File: src/rtl/noc_local_input_port.sv
// Local-node ingress port: flit FIFO, XY route computation and header/body packet FSM.
// Optional NOC_INPORT_FRAMING_CHECK_EN adds an ingress framing checker that drops malformed flits.
`ifndef Noc_Data_Width
`define Noc_Data_Width 32
`endif
`ifndef Noc_ID_X_Width
`define Noc_ID_X_Width 4
`endif
`ifndef Noc_ID_Y_Width
`define Noc_ID_Y_Width 4
`endif

module noc_local_input_port #(
    parameter logic [`Noc_ID_X_Width-1:0] X_ID  = '0,
    parameter logic [`Noc_ID_Y_Width-1:0] Y_ID  = '0,
    parameter int                         DEPTH = 4
) (
    input  logic                       noc_clk,
    input  logic                       noc_rst_n,
    input  logic                       in_valid,
    output logic                       in_ready,
    input  logic [`Noc_Data_Width-1:0] in_flit,
    input  logic                       in_is_header,
    input  logic                       in_is_tail,
    output logic                       out_valid,
    input  logic                       out_ready,
    output logic [`Noc_Data_Width-1:0] out_flit,
    output logic                       out_is_header,
    output logic                       out_is_tail,
    output logic [2:0]                 out_dir,
    output logic [15:0]                pkt_count,
    output logic                       err_framing
);
    localparam int W  = `Noc_Data_Width;
    localparam int XW = `Noc_ID_X_Width;
    localparam int YW = `Noc_ID_Y_Width;
    localparam int AW = $clog2(DEPTH);
    localparam int CW = AW + 1;

    typedef enum logic [2:0] {
        DIR_LOCAL = 3'd0,
        DIR_EAST  = 3'd1,
        DIR_WEST  = 3'd2,
        DIR_NORTH = 3'd3,
        DIR_SOUTH = 3'd4
    } dir_t;

    typedef enum logic {
        S_IDLE = 1'b0,
        S_BODY = 1'b1
    } state_t;

    // Each entry holds {header, tail, payload}
    logic [W+1:0]  r_mem [DEPTH];
    logic [AW-1:0] r_wr_ptr;
    logic [AW-1:0] r_rd_ptr;
    logic [CW-1:0] r_count;
    logic [15:0]   r_pkt_count;
    state_t        r_state;
    state_t        w_state_next;
    dir_t          r_dir;
    dir_t          w_dir_next;
    dir_t          w_dir;
    dir_t          w_route;

    logic          w_full;
    logic          w_empty;
    logic          w_accept;
    logic          w_store;
    logic          w_push;
    logic          w_pop;
    logic [W+1:0]  w_head;
    logic          w_head_hdr;
    logic          w_head_tail;
    logic [XW-1:0] w_dest_x;
    logic [YW-1:0] w_dest_y;

    assign w_full    = (r_count == CW'(DEPTH));
    assign w_empty   = (r_count == '0);
    // Held low while reset is asserted so nothing is offered into a FIFO being cleared
    assign in_ready  = noc_rst_n && !w_full;
    assign w_accept  = in_valid && in_ready;
    assign w_push    = w_accept && w_store;
    assign out_valid = !w_empty;
    assign w_pop     = out_valid && out_ready;

    assign w_head      = r_mem[r_rd_ptr];
    assign w_head_hdr  = w_head[W+1];
    assign w_head_tail = w_head[W];
    assign w_dest_x    = w_head[W-1 -: XW];
    assign w_dest_y    = w_head[W-1-XW -: YW];

    assign out_flit      = w_head[W-1:0];
    assign out_is_header = w_head_hdr;
    assign out_is_tail   = w_head_tail;
    assign out_dir       = w_dir;
    assign pkt_count     = r_pkt_count;

    always_ff @(posedge noc_clk) begin
        if (w_push) begin
            r_mem[r_wr_ptr] <= {in_is_header, in_is_tail, in_flit};
        end
    end

    always_ff @(posedge noc_clk) begin
        if (!noc_rst_n) begin
            r_wr_ptr <= '0;
            r_rd_ptr <= '0;
            r_count  <= '0;
        end else begin
            if (w_push) begin
                r_wr_ptr <= r_wr_ptr + 1'b1;
            end
            if (w_pop) begin
                r_rd_ptr <= r_rd_ptr + 1'b1;
            end
            case ({w_push, w_pop})
                2'b10:   r_count <= r_count + 1'b1;
                2'b01:   r_count <= r_count - 1'b1;
                default: r_count <= r_count;
            endcase
        end
    end

    // Dimension-ordered routing: resolve X first, then Y
    always_comb begin
        w_route = DIR_LOCAL;
        if (w_dest_x > X_ID) begin
            w_route = DIR_EAST;
        end else if (w_dest_x < X_ID) begin
            w_route = DIR_WEST;
        end else if (w_dest_y > Y_ID) begin
            w_route = DIR_NORTH;
        end else if (w_dest_y < Y_ID) begin
            w_route = DIR_SOUTH;
        end
    end

    always_comb begin
        w_state_next = r_state;
        w_dir_next   = r_dir;
        w_dir        = r_dir;
        case (r_state)
            S_IDLE: begin
                if (!w_empty && w_head_hdr) begin
                    w_dir = w_route;
                    if (w_pop) begin
                        w_dir_next = w_route;
                        if (!w_head_tail) begin
                            w_state_next = S_BODY;
                        end
                    end
                end
            end
            S_BODY: begin
                if (w_pop && w_head_tail) begin
                    w_state_next = S_IDLE;
                end
            end
            default: w_state_next = S_IDLE;
        endcase
    end

    always_ff @(posedge noc_clk) begin
        if (!noc_rst_n) begin
            r_state     <= S_IDLE;
            r_dir       <= DIR_LOCAL;
            r_pkt_count <= '0;
        end else begin
            r_state <= w_state_next;
            r_dir   <= w_dir_next;
            if (w_pop && w_head_tail) begin
                r_pkt_count <= r_pkt_count + 16'd1;
            end
        end
    end

`ifdef NOC_INPORT_FRAMING_CHECK_EN
    logic r_in_pkt;
    logic r_err;
    logic w_bad;

    // A header is legal only between packets; body/tail only inside one
    assign w_bad       = in_is_header ? r_in_pkt : !r_in_pkt;
    assign w_store     = !w_bad;
    assign err_framing = r_err;

    always_ff @(posedge noc_clk) begin
        if (!noc_rst_n) begin
            r_in_pkt <= 1'b0;
            r_err    <= 1'b0;
        end else begin
            r_err <= w_accept && w_bad;
            if (w_accept && !w_bad) begin
                r_in_pkt <= !in_is_tail;
            end
        end
    end
`else
    assign w_store     = 1'b1;
    assign err_framing = 1'b0;
`endif

endmodule

File: config.mk
export PLATFORM = sky130hd
export DESIGN_NAME = noc_local_input_port
export DESIGN_NICKNAME = d
export VERILOG_FILES = /design/src/rtl/noc_local_input_port.sv
export SDC_FILE = /design/constraint.sdc
export NUM_CORES = 1
export LEC_CHECK = 0
export ABC_AREA = 1
export CAP_MARGIN = 0
export CORE_MARGIN = 8
export CORE_UTILIZATION = 30
export DETAILED_ROUTE_END_ITERATION = 8
export HOLD_SLACK_MARGIN = 0.15
export SYNTH_ARGS = -nofsm -noshare
export SYNTH_HDL_FRONTEND = slang
export SYNTH_SLANG_ARGS = --single-unit
File: constraint.sdc
create_clock -name noc_clk -period 4.71 [get_ports noc_clk]
set_clock_uncertainty 0.1 [all_clocks]
set_input_delay 0.7065 -clock noc_clk [delete_from_list [all_inputs] [get_ports noc_clk]]
set_output_delay 0.7065 -clock noc_clk [all_outputs]
set_load 0.01 [all_outputs]
# Word-level counts from Yosys, hierarchy flattened
# Memory sizes are Yosys's and may differ from the RTL's. A register that Yosys moved wholly into a read port is not among the register bits.
# Index checks and enable logic that the tools add are counted.
# W data, S select, Z words.
dict set report op_classes {
  addsub 5
  n_lt_le_gt_ge 4
  n_eq_ne 3
  mux 16
  bitwise_logic 1
  reduce_logical 10
}
# cell count
set op_table {}
lappend op_table {{$mux W3} 6}
lappend op_table {{$add A16 B1 Y16 const B} 1}
lappend op_table {{$gt A4 B1 Y1 const B} 2}
lappend op_table {{$lt A4 B1 Y1 const B} 2}
lappend op_table {{$mux W1} 6}
lappend op_table {{$pmux W3 S2} 1}
lappend op_table {{$logic_and A1 B1 Y1} 5}
lappend op_table {{$add A2 B1 Y2 const B} 2}
lappend op_table {{$mux W2} 2}
lappend op_table {{$add A3 B1 Y3 const B} 1}
lappend op_table {{$eq A3 B3 Y1 const B} 1}
lappend op_table {{$logic_not A3 Y1} 1}
lappend op_table {{$reduce_and A3 Y1} 1}
lappend op_table {{$sub A3 B1 Y3 const B} 1}
lappend op_table {{$eq A2 B1 Y1 const B} 1}
lappend op_table {{$eq A2 B2 Y1 const B} 1}
lappend op_table {{$logic_not A1 Y1} 2}
lappend op_table {{$pmux W1 S2} 1}
lappend op_table {{$reduce_bool A2 Y1} 1}
lappend op_table {{$not A1 Y1} 1}
dict set report word_totals {
  regBits 27
  ram_bits 136
  in_bits 38
  output_inout_bits 56
  word_cells 46
  n_memories 1
}
# name words word_bits rd rd_clocked_by_memory_dff wr line_no
set memory_table {}
lappend memory_table {r_mem 4 34 1 1 1 54} ;# logic [W+1:0] r_mem [DEPTH];

# Depth between registers and ports, before layout
# Gate-level depths: netlist (run 1).
dict set report logic_depth {
  depth_word 7
  mapped_depth 11
}

# Worst setup path after synthesis (run 1)
# No wires, ideal clock.
dict set report synth_path {
  path_type {input port to flip-flop}
  startpoint {input noc_rst_n}
  endpoint {memory r_mem[0][0] in the netlist's numbering (enable)}
  t_arrival_ns 2.923
  t_required_ns 4.185
  slack_ns 1.261
  path_stages 5
  n_path_buf 1
  path_cell_list {buf_2 > inv_2 > a31oi_1 > nand2_1 > nor2_1}
}
dict set report synth_via {
  elab_chain_cells 4
}
# element line_no
set synth_lines {}
lappend synth_lines {{start, declared} 19} ;# input logic noc_rst_n,
lappend synth_lines {{$logic_and A1 B1 Y1} 81} ;# assign in_ready = noc_rst_n && !w_full;
lappend synth_lines {{via in_ready} 21} ;# output logic in_ready,
lappend synth_lines {{$logic_and A1 B1 Y1} 82} ;# assign w_accept = in_valid && in_ready;
lappend synth_lines {{$mux W1} 100} ;# if (w_push) begin
lappend synth_lines {{$mux W1 (not written as such)} 101} ;# r_mem[r_wr_ptr] <= {in_is_header, in_is_tail, in_flit};
lappend synth_lines {{end, declared} 54}
# The timed path passes the listed nets, and every way through them passes these cells.

==> out/metrics.yaml, run 1 <==
run_status:
  status: "finished clean"
global_routing:
  antenna_found_initial: 1
  grt_max_degree: 69
  overflow: 0
  grt_pass1_vias: 4332
  grt_use_total_pct: 11.7
  grt_pass1_wl_um: 24000
cts:
  cts_inserted_buffers: 17
  cts_hold_buf: 0
  htreeDepth: 4
  clk_latency_ps: 430
  clockBufferDepth: 2
  cts_sinks: 164
  root_buffer: "clkbuf_16"
  cts.repair.resized: 0
  post_cts_buffers: 0
  cts_tree: "built"
  clkTransAtPathRegs_ps: 60
logic_synthesis:
  synthTopCellsByCount: "edfxtp_1, nand2_1, nor2_1"
  async_reset_ff_share_pct: 0
  ys_types: 28
  yosysTopAreaCellShare_pct: 61.9
  synth_area_mm2: 0.00660
  ys_seq_area_share_pct: 70.4
  yosys_warnings: 0
  synth_top_area_cell: "edfxtp_1"
  synth-seq-cells: 164
  synth_flop_cell: "edfxtp_1"
  synth_area_per_cell_um2: 11.2
  synth_cells: 587
  synth_edf_count: 136
  synth_area_leaders: "edfxtp_1, dfxtp_1, nand2_1"
  synth.most_common_cell: "edfxtp_1"
route:
  vias_per_cell: 4.55
  drt_iter0_markers: 345
  drtPass1Iterations: 4
  drc: 0
  vias: 4423
  post_drt_wl_per_cell_um: 15.7
  ant_nets: 0
  totalWireLength_um: 15200
power:
  p_per_area_mw_per_mm2: 469
  combPwrFrac_pct: 23.3
  pwr-share-clk_pct: 34.5
  swShare_pct: 28.8
  power_switching_w: 0.00114
  p_leak_nw: 2.93
  ir_worst_vdd_mv: 0.266
  seqPwrFrac_pct: 42.2
  finalPower_w: 0.00395
  p_int_w: 0.00281
sta:
  hold_viol: 0
  maxSlewViolCount: 0
  holdWs_ps: 368
  tns_ps: 0
  worst_pin_slew_ps: 732
  fmax_mhz: 288
  finalCritPeriodShare_pct: 73.6
  rsz0062_at_grt: "false"
  min_period_ps: 3470
  setup_viol: 0
  relSlewSlack_pct: 51.1
worst_setup_path:
  ff2ff_setup_slack_ps: 2300
  cp-end-kind: "output port"
  startpoint_type: "register"
  required_ps: 3900
  critical_path_peak_fanout: 68
  arrival_ps: 2660
  path_class: "register to output port"
floorplan:
  initial_core_util_pct: 30.4
  dieArea_mm2: 0.0270
  core_mm2: 0.0217
  dieHeight_um: 164
  ios: 94
  rows: 54
  die_x_um: 164
min_path:
  hp-class: "register to register"
final_layout:
  n_fill_cell: 2054
  fin_nets: 725
  insertedDiodeCount: 0
  post_route_cells_drive_above_1_share_pct: 7.65
  area_growth_pct: 27.3
placed_design:
  portBuffers: 91
  place.gp.congestion: 0.789
  dp_hpwl_um: 10100
run:
  max-cap-violations: 0
==> state kept, by name, summed over array words and instances, names as in the netlist, named ones only <==
name and count:
r_rd_ptr 2, r_dir 2, r_mem 136, r_count 3, r_wr_ptr 2, pkt_count 16
r_state 1
==> logic make-up (layout without fill, tap and decap cells) <==
family	after synthesis	in the layout	share of synthesized area [%]
DFF	164	164	70.4
adders and majority gates	7	7	1.44
buffers and inverters	72	177	4.68
and+or+nand+nor	230	230	14.2
xor gates and xnor gates	4	4	0.531
AOI/OAI and AO/OA	109	109	8.74
other	1	2	0.0568
==> power by group through the flow <==
stage | Clock, W | Sequential, W | Combinational, W
after floorplan | 0 | 0.00169 | 0.000497
after global placement | 0 | 0.00169 | 0.000934
after detailed placement | 0 | 0.00169 | 0.000940
after CTS | 0.00139 | 0.00166 | 0.000943
after global routing | 0.00145 | 0.00167 | 0.00103
final | 0.00136 | 0.00166 | 0.000920
==> placed cells by master, fill, tap and decap left out, types with 2 or more instances in the layout <==
cell type,instances
edfxtp_1,136
clkinvlp_4,3
o21ai_1,2
nor2_1,71
bufinv_16,2
xor2_1,2
clkdlybuf4s50_1,91
inv_6,4
xnor2_1,2
nand3_1,34
inv_1,38
nor2_4,5
nand4_1,5
clkbuf_16,17
inv_2,6
conb_1,2
clkbuf_1,2
dfxtp_1,27
a21oi_1,26
o21ai_0,56
nand2_1,112
o22ai_1,24
buf_4,9
ha_1,6
clkinv_2,2
==> path summary, 6_finish.rpt <==
check             start          end  cells past startpoint
max            register   out_dir[1]                     10
min          r_count[2]   r_count[2]                      2
max reg2reg  r_count[1]  r_mem[1][7]                      5
min reg2reg  r_count[2]   r_count[2]                      2
==> cell type report <==
| type | instances | area [um^2] | share of cell area, % |
|---|---|---|---|
| Multi-Input combinational cell | 352 | 1680 | 20.0 |
| Inverter | 45 | 169 | 2.01 |
| Sequential cell | 164 | 4650 | 55.3 |
| Clock inverter | 13 | 148 | 1.76 |
| Clock buffer | 19 | 433 | 5.15 |
| Tap cell | 280 | 350 | 4.17 |
| Timing Repair Buffer | 100 | 978 | 11.6 |
==> stage by stage <==
step | instances | worst slack [ps] | utilization (%) | area (um^2)
global route | 973 | 964 | 38.8 | 8400
floorplan | 588 | 1260 | - | 6600
detailed placement | 941 | 1130 | 36.1 | 7820
finish | 973 | 1240 | 38.8 | 8400
CTS | 973 | 1210 | 38.8 | 8400
global placement | 941 | 1190 | 36.1 | 7820
==> critical path, stage by stage (launching register included) <==
cell,delay [ps]
dfxtp_2,330
buf_4,540
nand2_1,100
nand3_1,120
nand2_1,100
nand2_1,150
inv_1,60
nand2_1,50
nand2_1,60
o21ai_1,130
clkdlybuf4s50_1,580
==> routing by layer <==
layer / part of all wire [%] / track usage (%)
met3: 5.4 / 3.63
met1: 42 / 13.5
met4: 2.0 / 4.83
met2: 51 / 19.7
met5: 0.072 / 0
Power figures use the tool's default switching activity.
==> run 2: changes to the inputs <==
==> constraint.sdc (replaced) <==
create_clock -name noc_clk -period 3 [get_ports noc_clk]
set_clock_uncertainty 0.1 [all_clocks]
set_input_delay 0.45 -clock noc_clk [delete_from_list [all_inputs] [get_ports noc_clk]]
set_output_delay 0.45 -clock noc_clk [all_outputs]
set_load 0.01 [all_outputs]
==> run 2 against run 1 <==
Against the previous run: register-to-register slack lost 1600 ps; final area increased by 1.4%; first-iteration DRC count fell by 5.5%; clock-buffer cell count is 2 lower; core utilization is 0.54 points higher; cell count increased by 0.62%; critical endpoint unchanged.
==> out/metrics.yaml, run 2 (same netlist as run 1, synthesis figures left out) <==
floorplan:
  dieArea_mm2: 0.0270
  ios: 94
  dieHeight_um: 164
  die_x_um: 164
  initial_core_util_pct: 30.4
  rows: 54
  core_mm2: 0.0217
sta:
  relSlewSlack_pct: 64.1
  fin_ws_ps: 112
  fmax_mhz: 346
  rsz0062_at_grt: "true"
  setup_viol: 0
  hold_viol: 0
  holdWs_ps: 365
  finalCritPeriodShare_pct: 96.3
  min_period_ps: 2890
  maxSlewViolCount: 0
  worst_pin_slew_ps: 537
cts:
  cts_sinks: 164
  post_cts_buffers: 0
  cts_inserted_buffers: 17
  root_buffer: "clkbuf_16"
  htreeDepth: 4
  cts_tree: "built"
  clockBufferDepth: 2
  clkTransAtPathRegs_ps: 60
  clk_latency_ps: 410
worst_setup_path:
  path_class: "register to output port"
  path_common_cell: "nand2_1"
  required_ps: 2450
  crit_slowest_cell: "clkdlybuf4s50_1"
  critPathMaxStageDelay_ps: 570
  critical_path_peak_fanout: 18
  arrival_ps: 2340
  startpoint_type: "register"
  cp-end-kind: "output port"
  cp_cell_sequence: "inv_2 -> nand3_1 -> nand2_1 -> nand2_1 -> nor2_2 -> nand2_1 -> o21ai_1 -> clkdlybuf4s50_1"
route:
  post_drt_wl_per_cell_um: 15.7
  vias_per_cell: 4.54
  totalWireLength_um: 15400
  met1_length_um: 6810
  drtPass1Iterations: 4
  vias: 4449
  ant_nets: 0
  drc: 0
  dr_wl_met2_um: 7650
  top_layer: "met5"
  met3RoutedLength_um: 707
  drt_iter0_markers: 326
placed_design:
  portBuffers: 91
  pre_cts_slack_ps: 288
  dp_hpwl_um: 9770
  place.gp.congestion: 0.771
  placed_cell_area_mm2: 0.00790
final_layout:
  layout_common_cells: "edfxtp_1, nand2_1, clkdlybuf4s50_1, nor2_1, o21ai_0"
  largest_register_ffs: 136
  fin_nets: 730
  post-route-util_pct: 39.3
  post_route_cells_drive_above_1_share_pct: 8.31
  largest-register: "r_mem"
  area_growth_pct: 29.1
  final_common_cell: "edfxtp_1"
  fin_area_mm2: 0.00852
global_routing:
  grt_max_degree: 36
  overflow: 0
  antenna_found_initial: 2
  grt_pass1_wl_um: 23900
  grt_use_total_pct: 11.7
  grt_pass1_vias: 4347
run_status:
  status: "finished clean"
power:
  ir_worst_vdd_mv: 0.335
  finalPower_w: 0.00626
  p_per_area_mw_per_mm2: 735
  p_leak_nw: 2.98
min_path:
  hp-class: "register to register"
run:
  max-cap-violations: 0
run 2: changes by cell type in the layout (fill, tap and decap cells not counted), sizes merged:
| cell | previous run | this run |
|---|---|---|
| clkbuf | 19 | 17 |
| clkinvlp | 3 | 0 |
| clkinv | 4 | 6 |
| diode | 0 | 1 |
| buf | 9 | 14 |
| inv | 49 | 52 |
run 2: worst paths after layout:
check	startpoint	end	cells after the start	slack, ps
worst max-delay path	register	out_dir[1]	8	110
worst min-delay path	r_count[2]	r_count[2]	2	360
worst max register to register	r_count[1]	r_count[2]	11	740
worst min register to register	r_count[2]	r_count[2]	2	360
run 2: cell type report:
class                      instances  area (um^2)
multi-input combinational        352         1680
tap                              280          350
antenna                            1         2.50
clock buffer                      17          425
fill                            2056        13200
inverter                          45          174
sequential                       164         4650
clock inverter                    15          168
timing repair buffer             105         1080
run 2: per-layer routing:
metal / track usage [%] / up-vias
li1: - / 2235
met2: 19.4 / 80
met5: 0 / -
met1: 14.0 / 2120
met4: 5.08 / 2
met3: 3.16 / 12
run 2: stage by stage:
step                      std cells  setup TNS, ps
after floorplan                 588         -26140
after global placement          946              0
after detailed placement        946              0
after CTS                       978              0
after global routing            978          -29.2
final                           979              0
run 2: what timing repair did:
item / CTS / global route
hold buffers: 0 / 0
resized for setup: 4 / 5
endpoints found under the setup margin: 17 / 4
pin swaps: 0 / 0
run 2: critical path: cells and delay by family (launching register included):
kind / cells / cell delay (ps)
buf+inv: 2 / 880
simple gates: 5 / 590
compound gates: 1 / 120
flops: 1 / 330
run 2: where the power goes:
group	leakage (nW)	internal [W]	switching, W
registers	1.46	0.00257	0.0000435
logic	1.23	0.000629	0.000850
clock network	0.294	0.00125	0.000916
total	2.98	0.00445	0.00181
==> run 3: changes to the inputs <==
--- a/config.mk
+++ b/config.mk
@@ -7,10 +7,12 @@
 export LEC_CHECK = 0
 export ABC_AREA = 1
 export CAP_MARGIN = 0
-export CORE_MARGIN = 8
+export CORE_MARGIN = 1
 export CORE_UTILIZATION = 30
 export DETAILED_ROUTE_END_ITERATION = 8
 export HOLD_SLACK_MARGIN = 0.15
+export SETUP_SLACK_MARGIN = 0.5
 export SYNTH_ARGS = -nofsm -noshare
 export SYNTH_HDL_FRONTEND = slang
 export SYNTH_SLANG_ARGS = --single-unit
+export TNS_END_PERCENT = 100
==> run 3 against run 2 <==
Against the previous run: critical endpoint unchanged; power barely moved; via count rose by 2.8%; flip-flop and latch count did not move; clock-buffer cell count rose by 2; sequential share of layout area fell by 0.68 points; critical path type unchanged.
==> out/metrics.yaml, run 3 (same netlist as run 1, synthesis figures left out) <==
run_status:
  status: "finished clean"
global_routing:
  grt_max_degree: 35
  grt_pass1_wl_um: 23200
  grt_pass1_vias: 4287
  grt_use_total_pct: 13.9
  overflow: 0
  antenna_found_initial: 0
cts:
  clk_latency_ps: 420
  cts_inserted_buffers: 17
  cts_hold_buf: 0
  root_buffer: "clkbuf_16"
  clkTransAtPathRegs_ps: 60
  htreeDepth: 4
  cts_tree: "built"
  cts_sinks: 164
  clockBufferDepth: 2
sta:
  finalCritPeriodShare_pct: 83.2
  hold_viol: 0
  fin_ws_ps: 505
  rsz0062_at_grt: "true"
  tns_ps: 0
  setup_viol: 0
  worst_pin_slew_ps: 547
  maxSlewViolCount: 0
  fmax_mhz: 401
  min_period_ps: 2490
  relSlewSlack_pct: 63.4
worst_setup_path:
  cp_cell_sequence: "buf_12 -> nand2_1 -> nand3_1 -> nand2_2 -> nand2_1 -> nor2_2 -> buf_4 -> nand2_1 -> o21ai_1 -> buf_2"
  reg2reg_depth: 11
  cp-end-kind: "output port"
  arrival_ps: 1940
  rr_startpoint: "r_count[1]"
  startpoint_type: "register"
  path_common_cell: "nand2_1"
  path_class: "register to output port"
  crit_slowest_cell: "dfxtp_4"
  critPathMaxStageDelay_ps: 390
  required_ps: 2450
  critical_path_peak_fanout: 13
min_path:
  hold_path.startpoint: "r_rd_ptr[1]"
  hp-class: "register to register"
  min_path_cells: 2
power:
  ir_worst_vdd_mv: 0.340
  p_per_area_mw_per_mm2: 726
  p_leak_nw: 3.12
route:
  drc: 0
  post_drt_wl_per_cell_um: 15.3
  vias_per_cell: 4.66
  ant_nets: 0
  vias: 4574
  drt_iter0_markers: 389
  drtPass1Iterations: 4
  totalWireLength_um: 15100
final_layout:
  largest-register: "r_mem"
  final_common_cell: "edfxtp_1"
  layout_common_cells: "edfxtp_1, nand2_1, nor2_1, clkdlybuf4s50_1, o21ai_0"
  seq_area_mm2: 0.00465
  insertedDiodeCount: 0
  multi_input_area_mm2: 0.00171
  fin_area_mm2: 0.00864
  n_fill_cell: 2011
  largest_register_ffs: 136
  area_growth_pct: 30.9
  finalNonFillerCells: 982
  fin_nets: 739
  post_route_cells_drive_above_1_share_pct: 11.0
placed_design:
  placed_cell_area_mm2: 0.00789
  place.gp.congestion: 0.786
  portBuffers: 91
  post-place-cells: 941
  pre_cts_slack_ps: 409
  dp_hpwl_um: 9110
floorplan:
  core_mm2: 0.0213
  initial_core_util_pct: 31.0
  dieHeight_um: 150
  rows: 53
  dieArea_mm2: 0.0226
  ios: 94
  die_x_um: 150
run:
  max-cap-violations: 0
==> run 3: changes by cell type in the layout (fill, tap and decap cells not counted), sizes merged, moves of 2 or more <==
cell / change
buf: +10
inv: -2
dlygate4sd2: +25
clkbuf: +3
clkdlybuf4s50: -32
dlymetal6s2s: +4
==> run 3: area by class of cell <==
| class | count | area share, % |
|---|---|---|
| flip-flops and latches | 164 | 53.8 |
| multi-input cells | 352 | 19.8 |
| repair buffers | 114 | 13.6 |
| clock buffers | 19 | 5.01 |
| well taps | 275 | 3.98 |
| inverters | 45 | 2.10 |
| clock inverters | 13 | 1.68 |
==> run 3: path summary, 6_finish.rpt <==
check,slack (ps),endpoint
setup / recovery,510,out_dir[1]
hold reg to reg,360,register
setup reg to reg,760,r_count[2]
hold / removal,360,register
==> run 3: timing repair <==
action / 4_1_cts / 5_1_grt
cloned: 2 / 0
resized for setup: 52 / 16
setup buffers: 7 / 0
setup endpoints to repair: 36 / 18
pin swaps: 3 / 3
==> run 3: where the power goes <==
part           switching [W]  internal, W  leakage, nW  total [W]
logic               0.000871     0.000632         1.38    0.00150
clock network       0.000896      0.00124        0.280    0.00214
registers          0.0000549      0.00258         1.46    0.00263
==> run 3: per-layer routing <==
layer / vias to the layer above / wire (um) / GRT usage [%]
met2: 73 / 7570 / 23.2
met1: 2239 / 6750 / 17.4
li1: 2253 / - / -
met5: - / 0 / 0
met4: 0 / 140 / 4.60
met3: 9 / 608 / 3.82
==> run 3: per-stage QoR <==
stage / power [W] / hold slack [ps] / util, %
CTS: 0.00632 / 364 / 40.4
global route: 0.00658 / 396 / 40.6
finish: 0.00627 / 359 / 40.6
detailed placement: 0.00414 / 362 / 37.1
global placement: 0.00412 / 353 / 37.1
floorplan: 0.00344 / 336 / -
==> run 3: worst max-delay path, delay by kind of cell (launching register included) <==
family / cells / cell delay [ps]
compound gates: 1 / 130
buf+inv: 3 / 440
flops: 1 / 390
simple gates: 6 / 560
